<file path="src/rtl/id_pipe_if.sv">
// Fetch->ID and ID->EX handshake plus the registered ID/EX fields.
interface id_pipe_if #(
  parameter int DATA_W = 32,
  parameter int ADDR_W = 5
);
  logic              in_valid;
  logic              in_ready;
  logic [31:0]       pc_i;
  logic [31:0]       inst_i;
  logic              out_valid;
  logic              out_ready;
  logic [31:0]       pc_o;
  logic [7:0]        aluop_o;
  logic [2:0]        alusel_o;
  logic [DATA_W-1:0] reg1_o;
  logic [DATA_W-1:0] reg2_o;
  logic [ADDR_W-1:0] wd_o;
  logic              wreg_o;
  logic              is_load_o;
  logic              inst_invalid_o;

  modport slave (
    input  in_valid, pc_i, inst_i, out_ready,
    output in_ready, out_valid, pc_o, aluop_o, alusel_o, reg1_o, reg2_o,
           wd_o, wreg_o, is_load_o, inst_invalid_o
  );

  modport master (
    output in_valid, pc_i, inst_i, out_ready,
    input  in_ready, out_valid, pc_o, aluop_o, alusel_o, reg1_o, reg2_o,
           wd_o, wreg_o, is_load_o, inst_invalid_o
  );
endinterface

</file>
<file path="src/rtl/id_pipe.sv">
// Instruction decode stage: decode, operand bypass, load-use stall, ID/EX register.
module id_pipe #(
  parameter int DATA_W  = 32,
  parameter int ADDR_W  = 5,
  parameter int NUM_FWD = 2,
  parameter int CNT_W   = 16
) (
  input  logic                      clk,
  input  logic                      rst,
  id_pipe_if.slave                  bus,
  input  logic                      flush,
  output logic [ADDR_W-1:0]         reg1_addr_o,
  output logic [ADDR_W-1:0]         reg2_addr_o,
  output logic                      reg1_read_o,
  output logic                      reg2_read_o,
  input  logic [DATA_W-1:0]         reg1_data_i,
  input  logic [DATA_W-1:0]         reg2_data_i,
  input  logic [NUM_FWD-1:0]        fwd_we,
  input  logic [NUM_FWD*ADDR_W-1:0] fwd_addr,
  input  logic [NUM_FWD*DATA_W-1:0] fwd_data,
  output logic [CNT_W-1:0]          stall_cnt
);
  localparam logic [7:0] EXE_NOP_OP = 8'b0000_0000;
  localparam logic [7:0] EXE_AND_OP = 8'b0010_0100;
  localparam logic [7:0] EXE_OR_OP  = 8'b0010_0101;
  localparam logic [7:0] EXE_XOR_OP = 8'b0010_0110;
  localparam logic [7:0] EXE_NOR_OP = 8'b0010_0111;
  localparam logic [7:0] EXE_LW_OP  = 8'b1110_0011;
  localparam logic [2:0] EXE_RES_NOP        = 3'b000;
  localparam logic [2:0] EXE_RES_LOGIC      = 3'b001;
  localparam logic [2:0] EXE_RES_LOAD_STORE = 3'b111;

  typedef enum logic {RUN, LU_STALL} state_t;
  state_t state, nxt;

  logic [5:0]        op, funct;
  logic [4:0]        shamt;
  logic [15:0]       imm16;
  logic [ADDR_W-1:0] rs, rt, rd;
  logic [7:0]        aluop;
  logic [2:0]        alusel;
  logic              rd1_en, rd2_en, wreg, is_load, invalid;
  logic [ADDR_W-1:0] wd;
  logic [DATA_W-1:0] imm, opnd1, opnd2;
  logic              advance, hazard, take, stall_go;

  assign op    = bus.inst_i[31:26];
  assign rs    = ADDR_W'(bus.inst_i[25:21]);
  assign rt    = ADDR_W'(bus.inst_i[20:16]);
  assign rd    = ADDR_W'(bus.inst_i[15:11]);
  assign shamt = bus.inst_i[10:6];
  assign funct = bus.inst_i[5:0];
  assign imm16 = bus.inst_i[15:0];

  always_comb begin
    aluop   = EXE_NOP_OP;
    alusel  = EXE_RES_NOP;
    rd1_en  = 1'b0;
    rd2_en  = 1'b0;
    wreg    = 1'b0;
    wd      = '0;
    imm     = '0;
    is_load = 1'b0;
    invalid = 1'b1;
    case (op)
      6'b001101, 6'b001100, 6'b001110: begin
        aluop   = (op == 6'b001101) ? EXE_OR_OP : (op == 6'b001100) ? EXE_AND_OP : EXE_XOR_OP;
        alusel  = EXE_RES_LOGIC;
        rd1_en  = 1'b1;
        imm     = DATA_W'(imm16);
        wreg    = 1'b1;
        wd      = rt;
        invalid = 1'b0;
      end
      6'b001111: begin
        // No reads: both operands carry the shifted immediate, OR yields it unchanged
        aluop   = EXE_OR_OP;
        alusel  = EXE_RES_LOGIC;
        imm     = DATA_W'({imm16, 16'h0000});
        wreg    = 1'b1;
        wd      = rt;
        invalid = 1'b0;
      end
      6'b100011: begin
        aluop   = EXE_LW_OP;
        alusel  = EXE_RES_LOAD_STORE;
        rd1_en  = 1'b1;
        imm     = {{(DATA_W-16){imm16[15]}}, imm16};
        wreg    = 1'b1;
        wd      = rt;
        is_load = 1'b1;
        invalid = 1'b0;
      end
      6'b000000: begin
        if (shamt == 5'd0 && funct[5:2] == 4'b1001) begin
          case (funct[1:0])
            2'b00:   aluop = EXE_AND_OP;
            2'b01:   aluop = EXE_OR_OP;
            2'b10:   aluop = EXE_XOR_OP;
            default: aluop = EXE_NOR_OP;
          endcase
          alusel  = EXE_RES_LOGIC;
          rd1_en  = 1'b1;
          rd2_en  = 1'b1;
          wreg    = 1'b1;
          wd      = rd;
          invalid = 1'b0;
        end
      end
      default: ;
    endcase
  end

  assign reg1_addr_o = rs;
  assign reg2_addr_o = rt;
  assign reg1_read_o = bus.in_valid && rd1_en;
  assign reg2_read_o = bus.in_valid && rd2_en;

  // Scan from the lowest-priority source up so the lowest index wins
  always_comb begin
    opnd1 = reg1_data_i;
    opnd2 = reg2_data_i;
    for (int k = NUM_FWD-1; k >= 0; k--) begin
      if (fwd_we[k] && fwd_addr[k*ADDR_W +: ADDR_W] == rs) opnd1 = fwd_data[k*DATA_W +: DATA_W];
      if (fwd_we[k] && fwd_addr[k*ADDR_W +: ADDR_W] == rt) opnd2 = fwd_data[k*DATA_W +: DATA_W];
    end
    if (!rd1_en)         opnd1 = imm;
    else if (rs == '0)   opnd1 = '0;
    if (!rd2_en)         opnd2 = imm;
    else if (rt == '0)   opnd2 = '0;
  end

  assign advance = !bus.out_valid || bus.out_ready;
  assign hazard  = bus.out_valid && bus.is_load_o && bus.wreg_o && bus.wd_o != '0 &&
                   ((rd1_en && rs == bus.wd_o) || (rd2_en && rt == bus.wd_o)) && bus.in_valid;
  assign bus.in_ready = advance && !hazard && !flush;
  assign take         = bus.in_valid && bus.in_ready;

  always_comb begin
    nxt      = state;
    stall_go = 1'b0;
    case (state)
      RUN: if (!flush && hazard && advance) begin
        nxt      = LU_STALL;
        stall_go = 1'b1;
      end
      default: nxt = RUN;
    endcase
  end

  always_ff @(posedge clk) begin
    if (!rst) begin
      state     <= RUN;
      stall_cnt <= '0;
    end else begin
      state <= nxt;
      if (stall_go && stall_cnt != '1) stall_cnt <= stall_cnt + 1'b1;
    end
  end

  always_ff @(posedge clk) begin
    if (!rst) begin
      bus.out_valid      <= 1'b0;
      bus.pc_o           <= '0;
      bus.aluop_o        <= EXE_NOP_OP;
      bus.alusel_o       <= EXE_RES_NOP;
      bus.reg1_o         <= '0;
      bus.reg2_o         <= '0;
      bus.wd_o           <= '0;
      bus.wreg_o         <= 1'b0;
      bus.is_load_o      <= 1'b0;
      bus.inst_invalid_o <= 1'b0;
    end else if (flush) begin
      bus.out_valid <= 1'b0;
    end else if (advance) begin
      // A stall cycle lands here with take=0 and becomes the bubble
      bus.out_valid <= take;
      if (take) begin
        bus.pc_o           <= bus.pc_i;
        bus.aluop_o        <= aluop;
        bus.alusel_o       <= alusel;
        bus.reg1_o         <= opnd1;
        bus.reg2_o         <= opnd2;
        bus.wd_o           <= wd;
        bus.wreg_o         <= wreg;
        bus.is_load_o      <= is_load;
        bus.inst_invalid_o <= invalid;
      end
    end
  end
endmodule

</file>
<file path="src/flat_wrapper.sv">
// flat-port wrapper written by rule: the top's interface ports become plain ports
module id_pipe_flat 
#(
  parameter int DATA_W  = 32,
  parameter int ADDR_W  = 5,
  parameter int NUM_FWD = 2,
  parameter int CNT_W   = 16
)
  (clk, rst, flush, reg1_addr_o, reg2_addr_o, reg1_read_o, reg2_read_o, reg1_data_i, reg2_data_i, fwd_we, fwd_addr, fwd_data, stall_cnt, bus_in_valid, bus_pc_i, bus_inst_i, bus_out_ready, bus_in_ready, bus_out_valid, bus_pc_o, bus_aluop_o, bus_alusel_o, bus_reg1_o, bus_reg2_o, bus_wd_o, bus_wreg_o, bus_is_load_o, bus_inst_invalid_o);
  id_pipe_if #(.DATA_W(DATA_W), .ADDR_W(ADDR_W)) bus_i ();
  input  logic clk;
  input  logic rst;
  input  logic flush;
  output logic [ADDR_W-1:0] reg1_addr_o;
  output logic [ADDR_W-1:0] reg2_addr_o;
  output logic reg1_read_o;
  output logic reg2_read_o;
  input  logic [DATA_W-1:0] reg1_data_i;
  input  logic [DATA_W-1:0] reg2_data_i;
  input  logic [NUM_FWD-1:0] fwd_we;
  input  logic [NUM_FWD*ADDR_W-1:0] fwd_addr;
  input  logic [NUM_FWD*DATA_W-1:0] fwd_data;
  output logic [CNT_W-1:0] stall_cnt;
  input wire logic [$bits(bus_i.in_valid)-1:0] bus_in_valid;
  input wire logic [$bits(bus_i.pc_i)-1:0] bus_pc_i;
  input wire logic [$bits(bus_i.inst_i)-1:0] bus_inst_i;
  input wire logic [$bits(bus_i.out_ready)-1:0] bus_out_ready;
  output wire logic [$bits(bus_i.in_ready)-1:0] bus_in_ready;
  output wire logic [$bits(bus_i.out_valid)-1:0] bus_out_valid;
  output wire logic [$bits(bus_i.pc_o)-1:0] bus_pc_o;
  output wire logic [$bits(bus_i.aluop_o)-1:0] bus_aluop_o;
  output wire logic [$bits(bus_i.alusel_o)-1:0] bus_alusel_o;
  output wire logic [$bits(bus_i.reg1_o)-1:0] bus_reg1_o;
  output wire logic [$bits(bus_i.reg2_o)-1:0] bus_reg2_o;
  output wire logic [$bits(bus_i.wd_o)-1:0] bus_wd_o;
  output wire logic [$bits(bus_i.wreg_o)-1:0] bus_wreg_o;
  output wire logic [$bits(bus_i.is_load_o)-1:0] bus_is_load_o;
  output wire logic [$bits(bus_i.inst_invalid_o)-1:0] bus_inst_invalid_o;
  assign bus_i.in_valid = bus_in_valid;
  assign bus_i.pc_i = bus_pc_i;
  assign bus_i.inst_i = bus_inst_i;
  assign bus_i.out_ready = bus_out_ready;
  assign bus_in_ready = bus_i.in_ready;
  assign bus_out_valid = bus_i.out_valid;
  assign bus_pc_o = bus_i.pc_o;
  assign bus_aluop_o = bus_i.aluop_o;
  assign bus_alusel_o = bus_i.alusel_o;
  assign bus_reg1_o = bus_i.reg1_o;
  assign bus_reg2_o = bus_i.reg2_o;
  assign bus_wd_o = bus_i.wd_o;
  assign bus_wreg_o = bus_i.wreg_o;
  assign bus_is_load_o = bus_i.is_load_o;
  assign bus_inst_invalid_o = bus_i.inst_invalid_o;
  id_pipe #(.DATA_W(DATA_W), .ADDR_W(ADDR_W), .NUM_FWD(NUM_FWD), .CNT_W(CNT_W)) u_core (.clk(clk), .rst(rst), .bus(bus_i), .flush(flush), .reg1_addr_o(reg1_addr_o), .reg2_addr_o(reg2_addr_o), .reg1_read_o(reg1_read_o), .reg2_read_o(reg2_read_o), .reg1_data_i(reg1_data_i), .reg2_data_i(reg2_data_i), .fwd_we(fwd_we), .fwd_addr(fwd_addr), .fwd_data(fwd_data), .stall_cnt(stall_cnt));
endmodule
</file>
<file path="config.mk">
export PLATFORM = sky130hd
export DESIGN_NAME = id_pipe_flat
export DESIGN_NICKNAME = d
export VERILOG_FILES = /design/src/rtl/id_pipe_if.sv /design/src/rtl/id_pipe.sv /design/src/flat_wrapper.sv
export SDC_FILE = /design/constraint.sdc
export NUM_CORES = 1
export LEC_CHECK = 0
export ABC_CLOCK_PERIOD_IN_PS = 2520
export CAP_MARGIN = 20
export CORE_AREA = 2 2 153 125
export DETAILED_ROUTE_END_ITERATION = 10
export DIE_AREA = 0 0 155 127
export GPL_TIMING_DRIVEN = 0
export PLACE_DENSITY = 0.81
export SLEW_MARGIN = 20
export SYNTH_ARGS = -nofsm -noshare
export SYNTH_HDL_FRONTEND = slang
export SYNTH_SLANG_ARGS = --single-unit
export TNS_END_PERCENT = 100
</file>
<file path="constraint.sdc">
create_clock -name clk -period 2.52 [get_ports clk]
set_input_delay 0.504 -clock clk [delete_from_list [all_inputs] [get_ports clk]]
set_output_delay 0.504 -clock clk [all_outputs]
set_load 0.02 [all_outputs]
</file>
# ---- After elaboration in Yosys (flattened, before gate mapping)
# Cells that the tools add are included.
dict set report totals {
  wordCells 94
  ff_bits 133
  output_inout_bits 145
}
dict set report classes {
  mux 27
  bitwise_logic 2
  add_sub_neg 1
  reduce_logical 37
  eq_ne 15
}
# cell n
set op_table {}
lappend op_table {{32-bit 2-to-1 mux} 8}
lappend op_table {{32-bit case mux with 3 select lines} 1}
lappend op_table {{8-bit case mux with 4 select lines} 1}
lappend op_table {{5-bit equality test} 6}
lappend op_table {{6-bit by 4-bit equality test with 1-bit output (second input constant)} 4}
lappend op_table {{1-bit logical AND} 20}
lappend op_table {{16-bit by 1-bit adder with 16-bit output (second input constant)} 1}
lappend op_table {{8-bit 2-to-1 mux} 2}
lappend op_table {{16-bit != test (second input constant)} 1}
lappend op_table {{5-bit zero test} 3}
lappend op_table {{5-bit case mux with 2 select lines} 1}
lappend op_table {{3-bit case mux with 3 select lines} 1}
lappend op_table {{4-bit OR reduction} 2}
lappend op_table {{1-bit 2-to-1 mux} 7}
lappend op_table {{6-bit equality test (second input constant)} 1}
lappend op_table {{6-bit zero test} 1}
lappend op_table {{1-bit case mux with 2 select lines} 3}
lappend op_table {{2-bit case mux with 3 select lines} 1}
lappend op_table {{5-bit 2-to-1 mux} 1}
lappend op_table {{5-bit nonzero test} 1}
lappend op_table {{5-bit OR reduction} 1}
lappend op_table {{4-bit equality test (second input constant)} 1}
lappend op_table {{1-bit zero test} 3}
lappend op_table {{3-bit AND reduction} 1}
lappend op_table {{8 further kinds} 10}

# ---- Longest topological paths before layout
# Gate-level depths: netlist of the first run.
dict set report depth {
  ltp_word 13
  depth_mapped 10
}

# ---- Worst setup path before layout of the first run
# OpenSTA, ideal clock, no wires.
dict set report synth_timing {
  path_kind {reg2out}
  from {register u_core.bus.wd_o[4] (netlist name)}
  to {output port bus_in_ready}
  setup_slack_ns 0.172
  path_stages_with_launch 8
  path_buffers 1
  arrival_ns 1.844
  cell_sequence {dfxtp_1 clkbuf_1 xor2_1 nor3_1 nand3_1 a22o_1 nor3_1 nor3_1}
}
dict set report synth_between {
  elab_chain_len 8
}
# element line
set synth_lines {}
lappend synth_lines {{start: declaration} id_pipe_if.sv:25} ;# wd_o, wreg_o, is_load_o, inst_invalid_o
lappend synth_lines {{start signal: assignment} id_pipe.sv:184} ;# bus.wd_o <= wd;
lappend synth_lines {{5-bit equality test} id_pipe.sv:135} ;# ((rd1_en && rs == bus.wd_o) || (rd2_en && rt == bus.wd_o)) && bus.in_valid;
lappend synth_lines {{1-bit logical AND} id_pipe.sv:135}
lappend synth_lines {{1-bit logical OR} id_pipe.sv:135}
lappend synth_lines {{1-bit logical AND *} id_pipe.sv:134} ;# assign hazard = bus.out_valid && bus.is_load_o && bus.wreg_o && bus.wd_o != '0 &&
lappend synth_lines {{1-bit logical AND *} id_pipe.sv:135}
lappend synth_lines {{1-bit zero test *} id_pipe.sv:136} ;# assign bus.in_ready = advance && !hazard && !flush;
lappend synth_lines {{1-bit logical AND * (2 in series)} id_pipe.sv:136}
lappend synth_lines {{end: declaration} flat_wrapper.sv:28} ;# output wire logic [$bits(bus_i.in_ready)-1:0] bus_in_ready;
# Mark *: on every way between the ends. The rest lies on a longest branch, timed or not.

# ---- Worst setup path in the final report of the first run
dict set report layout_timing {
  from {input port bus_inst_i[4]}
  to {output port bus_in_ready}
}
dict set report layout_between {
  elab_chain_len 11
}
# element line
set layout_lines {}
lappend layout_lines {{start: declaration} flat_wrapper.sv:26} ;# input wire logic [$bits(bus_i.inst_i)-1:0] bus_inst_i;
lappend layout_lines {{4-bit equality test *} id_pipe.sv:95} ;# if (shamt == 5'd0 && funct[5:2] == 4'b1001) begin
lappend layout_lines {{1-bit logical AND *} id_pipe.sv:95}
lappend layout_lines {{1-bit 2-to-1 mux *} id_pipe.sv:95}
lappend layout_lines {{1-bit case mux with 2 select lines / 1-bit 2-to-1 mux (equally long branches)} id_pipe.sv:65} ;# case (op)
lappend layout_lines {{1-bit logical AND} id_pipe.sv:135}
lappend layout_lines {{1-bit logical OR *} id_pipe.sv:135}
lappend layout_lines {{1-bit logical AND *} id_pipe.sv:134}
lappend layout_lines {{1-bit logical AND *} id_pipe.sv:135}
lappend layout_lines {{1-bit zero test *} id_pipe.sv:136}
lappend layout_lines {{1-bit logical AND * (2 in series)} id_pipe.sv:136}
# Marked as above.

==> metrics.cfg, run 1 <==
[worst_setup_path]
r2r_setup_slack_ps = 30
end_kind = output pin
worst_setup_path_start_kind = primary input
r2r-start = u_core.bus.wd_o[3]$_SDFFE_PN0P_
r2r_end = u_core.bus.reg1_o[29]$_SDFFE_PN0P_
crit_type = primary input to output pin
max_stage_delay_ps = 340
crit_arrival_ps = 2050
path_max_fanout = 3
crit_chain = dlygate4sd2_1 > nor4b_4 > nand4_1 > a22o_4 > nor3_4 > nor3_2 > buf_4
crit_end = bus_in_ready
required_ps = 2020
worst-r2r-cell-count = 8
crit_start = bus_inst_i[4]
worst_path_max_delay_cell = nor4b_4

[clocking]
clock_latency_ps = 430
ctsHtreeMaxLevel = 4
holdBufCountCts = 0
cts.sinks = 129
clockBufferDepth = 2
cts_tree = yes
clk_pin_slew_ps = 60
cts_root_buf = clkbuf_16
cts_buffers = 17

[layout]
final_nets = 1487
drive_gt1_share_pct = 15.9
design_area_sq_um = 12500
area_growth_pct = 66.9
layout_common_cells = clkdlybuf4s50_1, dfxtp_1, a21oi_1, mux2i_1, nand2_1
finalNonFillerCells = 1524
fillers = 1497
mostFrequentLayoutCell = clkdlybuf4s50_1

[power]
intPower_mw = 4.54
switching_power_mw = 1.60
seq_power_share_pct = 35.1
power_switching_share_pct = 26.1
p_per_area_nw_per_um2 = 493
p_leak_nw = 4.94
p_clk_share_pct = 45.7
p_comb_share_pct = 19.1
irDropWorstVdd_mv = 0.404

[synthesis]
netlist_instances = 884
synthTopCellsByArea = dfxtp_1, mux2i_1, a21oi_1
ys.flop_type = dfxtp_1
synthArstFlopShare_pct = 0
synth_top_area_share_pct = 34.6
synth_cell_types = 56
syn_avg_cell_area_sq_um = 8.45
synth.ff_latch_count = 129
synth_top_area_cell = dfxtp_1
synth-edff-count = 0
seq_area_frac_synth_pct = 34.6
synth_warnings = 0
syn-cell-area_sq_um = 7470

[timing]
setup-tns-final_ps = -38.6
rsz0062_at_grt = yes
skew_ps = 9.89
min_period_ps = 2560
hold_viol = 0
worst_pin_slew_ps = 639
period_share_pct = 102
fmax_ghz = 0.391
report.final.slew_viol_count = 0
finalSetupViolCount = 1
relSlewSlack_pct = 57.4
worst_slack_ps = -38.6

[hold_path]
hold_class = primary input to flop
worstHoldStart = bus_inst_i[8]

[detailed_routing]
dr.pass1.iters = 6
wl_um = 34000
avgViaCountPerCell = 5.99
postRouteAntennaNets = 0
drtIter0Drc = 839
drc = 0
wire_per_inst_um = 22.3
vias = 9135

[die]
start_util_pct = 41.5
die_w_um = 155
die_h_um = 127
die-area_sq_um = 19700
pin_count = 354
coreArea_sq_um = 18000
rows = 44

[place]
place.gp.congestion = 0.937
dp_hpwl_um = 25800
placed_cells = 1464
dpl_cell_area_sq_um = 11300
pre_cts_ws_ps = -1590
port_buffers = 349

[flow_run]
cap_violations = 0

[global_routing]
grt_max_degree = 20
antenna_found_initial = 8
grt_pass1_vias = 8792
track_usage_pct = 32.7
grt-ovfl-total = 0
grt_pass1_wl_um = 49600

[run_status]
violations = setup timing
outcome = finished with violations

-- worst max-delay path: cells and delay by family --
family	cells	cell delay, ps
AO/OA/AOI/OAI	1	300
AND/OR/NAND/NOR	4	770
buffers and inverters	2	480
-- cell type report --
type / count / area (sq um) / share of cell area, %
clock buffer: 20 / 457 / 3.66
multi-input combinational: 650 / 4660 / 37.4
timing repair buffer: 378 / 3680 / 29.5
buffer: 97 / 554 / 4.45
inverter: 4 / 15.0 / 0.120
clock inverter: 12 / 204 / 1.64
tap: 230 / 288 / 2.31
sequential: 129 / 2590 / 20.8
antenna: 4 / 10.0 / 0.0803
-- power groups by stage --
stage	registers [mW]	logic [mW]	clock network, mW
2_1_floorplan	2.28	0.364	0
3_3_place_gp	2.20	1.10	0
3_5_place_dp	2.20	1.11	0
4_1_cts	2.16	1.13	2.81
5_1_grt	2.16	1.23	2.90
6_report	2.16	1.18	2.81
-- how the worst min path moves through the flow --
stage / endpoint / depth (start not counted)
floorplan: u_core.state$_SDFF_PN0_ / 3
CTS: u_core.bus.pc_o[15]$_SDFFE_PN0P_ / 2
finish: u_core.bus.reg2_o[8]$_SDFFE_PN0P_ / 3
detailed placement: u_core.bus.pc_o[15]$_SDFFE_PN0P_ / 2
global placement: u_core.bus.pc_o[7]$_SDFFE_PN0P_ / 2
global route: u_core.bus.reg2_o[8]$_SDFFE_PN0P_ / 3
-- cell families after synthesis --
logic type / after synthesis / share of synthesized area (%)
muxes: 81 / 11.1
AOI/OAI and AO/OA: 302 / 28.3
xor gates and xnor gates: 31 / 3.64
DFF: 129 / 34.6
and+or+nand+nor: 233 / 15.5
adders and majority gates: 1 / 0.168
other: 1 / 0.0502
buffers and inverters: 106 / 6.65
-- flip-flops by register name, summed over array words and instances, names as in the netlist --
signal                     count
u_core.bus.wd_o                5
u_core.bus.wreg_o              1
u_core.state                   1
u_core.bus.inst_invalid_o      1
u_core.bus.alusel_o            2
u_core.bus.aluop_o             5
u_core.bus.reg2_o             32
u_core.bus.pc_o               32
u_core.stall_cnt              16
u_core.bus.is_load_o           1
u_core.bus.reg1_o             32
u_core.bus.out_valid           1
-- synth_stat cells (all sizes together), types with 2 or more instances --
cell type	instances
dfxtp	129
a21oi	88
mux2	15
or2	2
a21o	16
nand3	42
nor3	9
clkbuf	57
xnor2	8
o21ai	47
and2	5
nand4	7
buf	45
nor4	7
nor2	58
and3	4
o311a	16
a211oi	25
a311oi	18
o211a	4
and4	3
or3	10
mux2i	66
o211ai	37
or4	21
a32o	16
nor4b	3
xor2	23
inv	4
a22oi	5
o2111ai	2
a211o	18
nand2	60
-- metal layers --
metal  global-route usage, %  share of wire, %  routed length, um
met1                    39.0                38              12800
met3                    8.96                10               3400
met5                       0              0.16                 55
met2                    55.4                48              16500
met4                    14.5               3.8               1310
-- timing repair --
action | CTS | global route
pin swaps | 18 | 19
resized for setup | 98 | 89
setup endpoints to repair | 131 | 107
setup buffers | 16 | 12
cloned | 0 | 1
-- stage by stage --
stage / util (%) / hold slack [ps] / power [mW]
6_report: 69.2 / 411 / 6.14
5_1_grt: 69.2 / 419 / 6.30
4_1_cts: 67.7 / 474 / 6.09
3_5_place_dp: 62.5 / 467 / 3.31
3_3_place_gp: 62.5 / 459 / 3.30
2_1_floorplan: - / 493 / 2.64
No activity file was read; power rests on OpenSTA's default activity.
==> run 2, diff against run 1 <==
- ABC_CLOCK_PERIOD_IN_PS: 2520 -> not set
==> results of run 2 <==
Final layout, timing and power as in run 1 (identical DEF).
==> run 3, diff against run 2 <==
- REMOVE_ABC_BUFFERS: not set -> 1
==> run 3 against run 2 <==
Effect of this change:
- the run still ends with setup timing left
- flip-flop and latch count is the same
- critical path depth increased by 1
- non-clock buffer count is 50 lower
- via count is 2.0% lower
- first-iteration DRC count shrank 9.1%
- cell count down 3.0%
- final area increased by 2.1%
- worst setup slack worse by 42 ps
- clock skew is 2.2 ps lower
- total power fell by 0.46%
- clock-buffer cell count shrank 1
- critical path type unchanged
- largest cell class unchanged
==> metrics.cfg, run 3 (synthesized netlist as in run 1, its figures left out) <==
[run_status]
outcome = finished with violations
violations = setup timing

[worst_setup_path]
worst_setup_path_start_kind = primary input
critical_path.most_common_cell = buf_4
path_max_fanout = 3
crit_type = primary input to output pin
end_kind = output pin
crit_chain = clkdlybuf4s15_2 > nor4b_4 > buf_4 > nand4_1 > a22o_4 > nor3_2 > nor3_1 > buf_4
worst_path_max_delay_cell = a22o_4
max_stage_delay_ps = 300
required_ps = 2020
crit_arrival_ps = 2100

[detailed_routing]
wl_um = 34700
vias = 8948
postRouteAntennaNets = 0
drtIter0Drc = 763
avgViaCountPerCell = 6.05
wire_per_inst_um = 23.5
drc = 0
dr.pass1.iters = 5

[timing]
worst_slack_ps = -80.4
report.final.slew_viol_count = 0
skew_ps = 7.71
finalSetupViolCount = 3
setup-tns-final_ps = -178
min_period_ps = 2600
hold_viol = 0
period_share_pct = 103
rsz0062_at_grt = yes
relSlewSlack_pct = 49.6
worst_pin_slew_ps = 751
fmax_ghz = 0.385

[layout]
layout_common_cells = clkdlybuf4s50_1, dfxtp_1, a21oi_1, mux2i_1, nand2_1
mostFrequentLayoutCell = clkdlybuf4s50_1
final_nets = 1443
drive_gt1_share_pct = 15.7
design_area_sq_um = 12700
biggestRegsByFlops = u_core.bus.pc_o (32), u_core.bus.reg1_o (32), u_core.bus.reg2_o (32)
regArea_sq_um = 2600
fillers = 1354
multi_input_area_sq_um = 4810
area_growth_pct = 70.4

[power]
p_leak_nw = 4.98
p_per_area_nw_per_um2 = 481
irDropWorstVdd_mv = 0.392

[global_routing]
grt_pass1_vias = 8718
antenna_found_initial = 2
track_usage_pct = 32.7
grt_max_degree = 73
grt-ovfl-total = 0
grt_pass1_wl_um = 49900

[clocking]
cts_root_buf = clkbuf_16
clockBufferDepth = 2
clock_latency_ps = 410
holdBufCountCts = 0
cts_buffers = 17
cts_tree = yes
cts.sinks = 129
ctsHtreeMaxLevel = 4
clk_pin_slew_ps = 60

[die]
coreArea_sq_um = 18000
die_w_um = 155
rows = 44
pin_count = 354
start_util_pct = 41.5
die_h_um = 127
die-area_sq_um = 19700

[place]
place.gp.congestion = 0.846
dpl_cell_area_sq_um = 11100
dp_hpwl_um = 21000
port_buffers = 351

[flow_run]
cap_violations = 0

[hold_path]
hold_class = primary input to flop

run 3: cell count changes in the layout (fill, tap and decap cells not counted), sizes merged:
cell / change
buf: -2
clkdlybuf4s50: -1
nor2: +1
clkinvlp: -2
clkinv: +1
inv: +3
nand3: +5
bufinv: -1
clkdlybuf4s15: +9
diode: -2
dlygate4sd2: -1
clkbuf: -56
run 3: stage by stage:
stage | instances | hold WS (ps) | power (mW) | setup WS [ps] | util [%]
after floorplan | 783 | 493 | 2.59 | -1730 | -
after global placement | 1364 | 460 | 3.25 | -4980 | 59.9
after detailed placement | 1379 | 466 | 3.29 | -1670 | 61.8
after CTS | 1446 | 389 | 6.06 | -51.0 | 68.3
after global routing | 1477 | 409 | 6.28 | -103 | 70.7
final | 1478 | 410 | 6.11 | -80.4 | 70.7
run 3: layer usage:
layer,vias up,GRT usage (%),wire length (um)
met2,522,55.5,16700
met3,85,7.90,3100
met1,4284,40.8,13800
met4,0,11.1,1050
li1,4057,-,-
met5,-,0,0
run 3: what timing repair did:
item                       in CTS  in global routing
pin swaps                      23                 18
gates cloned                    7                  4
setup buffers                  28                 26
gates resized for setup       106                 28
setup endpoints to repair     132                 93
run 3: path summary, 6_finish.rpt:
path,from,end,slack [ps],cells after the start
hold reg to reg,u_core.bus.pc_o[0]$_SDFFE_PN0P_,u_core.bus.pc_o[0]$_SDFFE_PN0P_,470,2
setup / recovery,bus_inst_i[7],bus_in_ready,-80,8
hold / removal,bus_inst_i[3],u_core.bus.reg2_o[3]$_SDFFE_PN0P_,410,3
setup reg to reg,u_core.bus.wd_o[3]$_SDFFE_PN0P_,u_core.bus.reg1_o[23]$_SDFFE_PN0P_,-50,10
run 3: final cells by class:
type	instances	area share, %
multi-input combinational	656	37.8
timing repair buffer	425	34.3
sequential	129	20.4
clock buffer	19	3.48
tap	230	2.26
clock inverter	13	1.55
inverter	4	0.138
antenna	2	0.0393
run 3: worst max-delay path: cells and delay by family:
family / cells / cell delay [ps]
AO/OA/AOI/OAI: 1 / 300
AND/OR/NAND/NOR: 4 / 680
buffers and inverters: 3 / 600
run 3: where the power goes:
part,internal [mW],total [mW],switching (mW)
clock network,1.71,2.72,1.02
registers,2.11,2.16,0.0465
logic,0.640,1.23,0.593
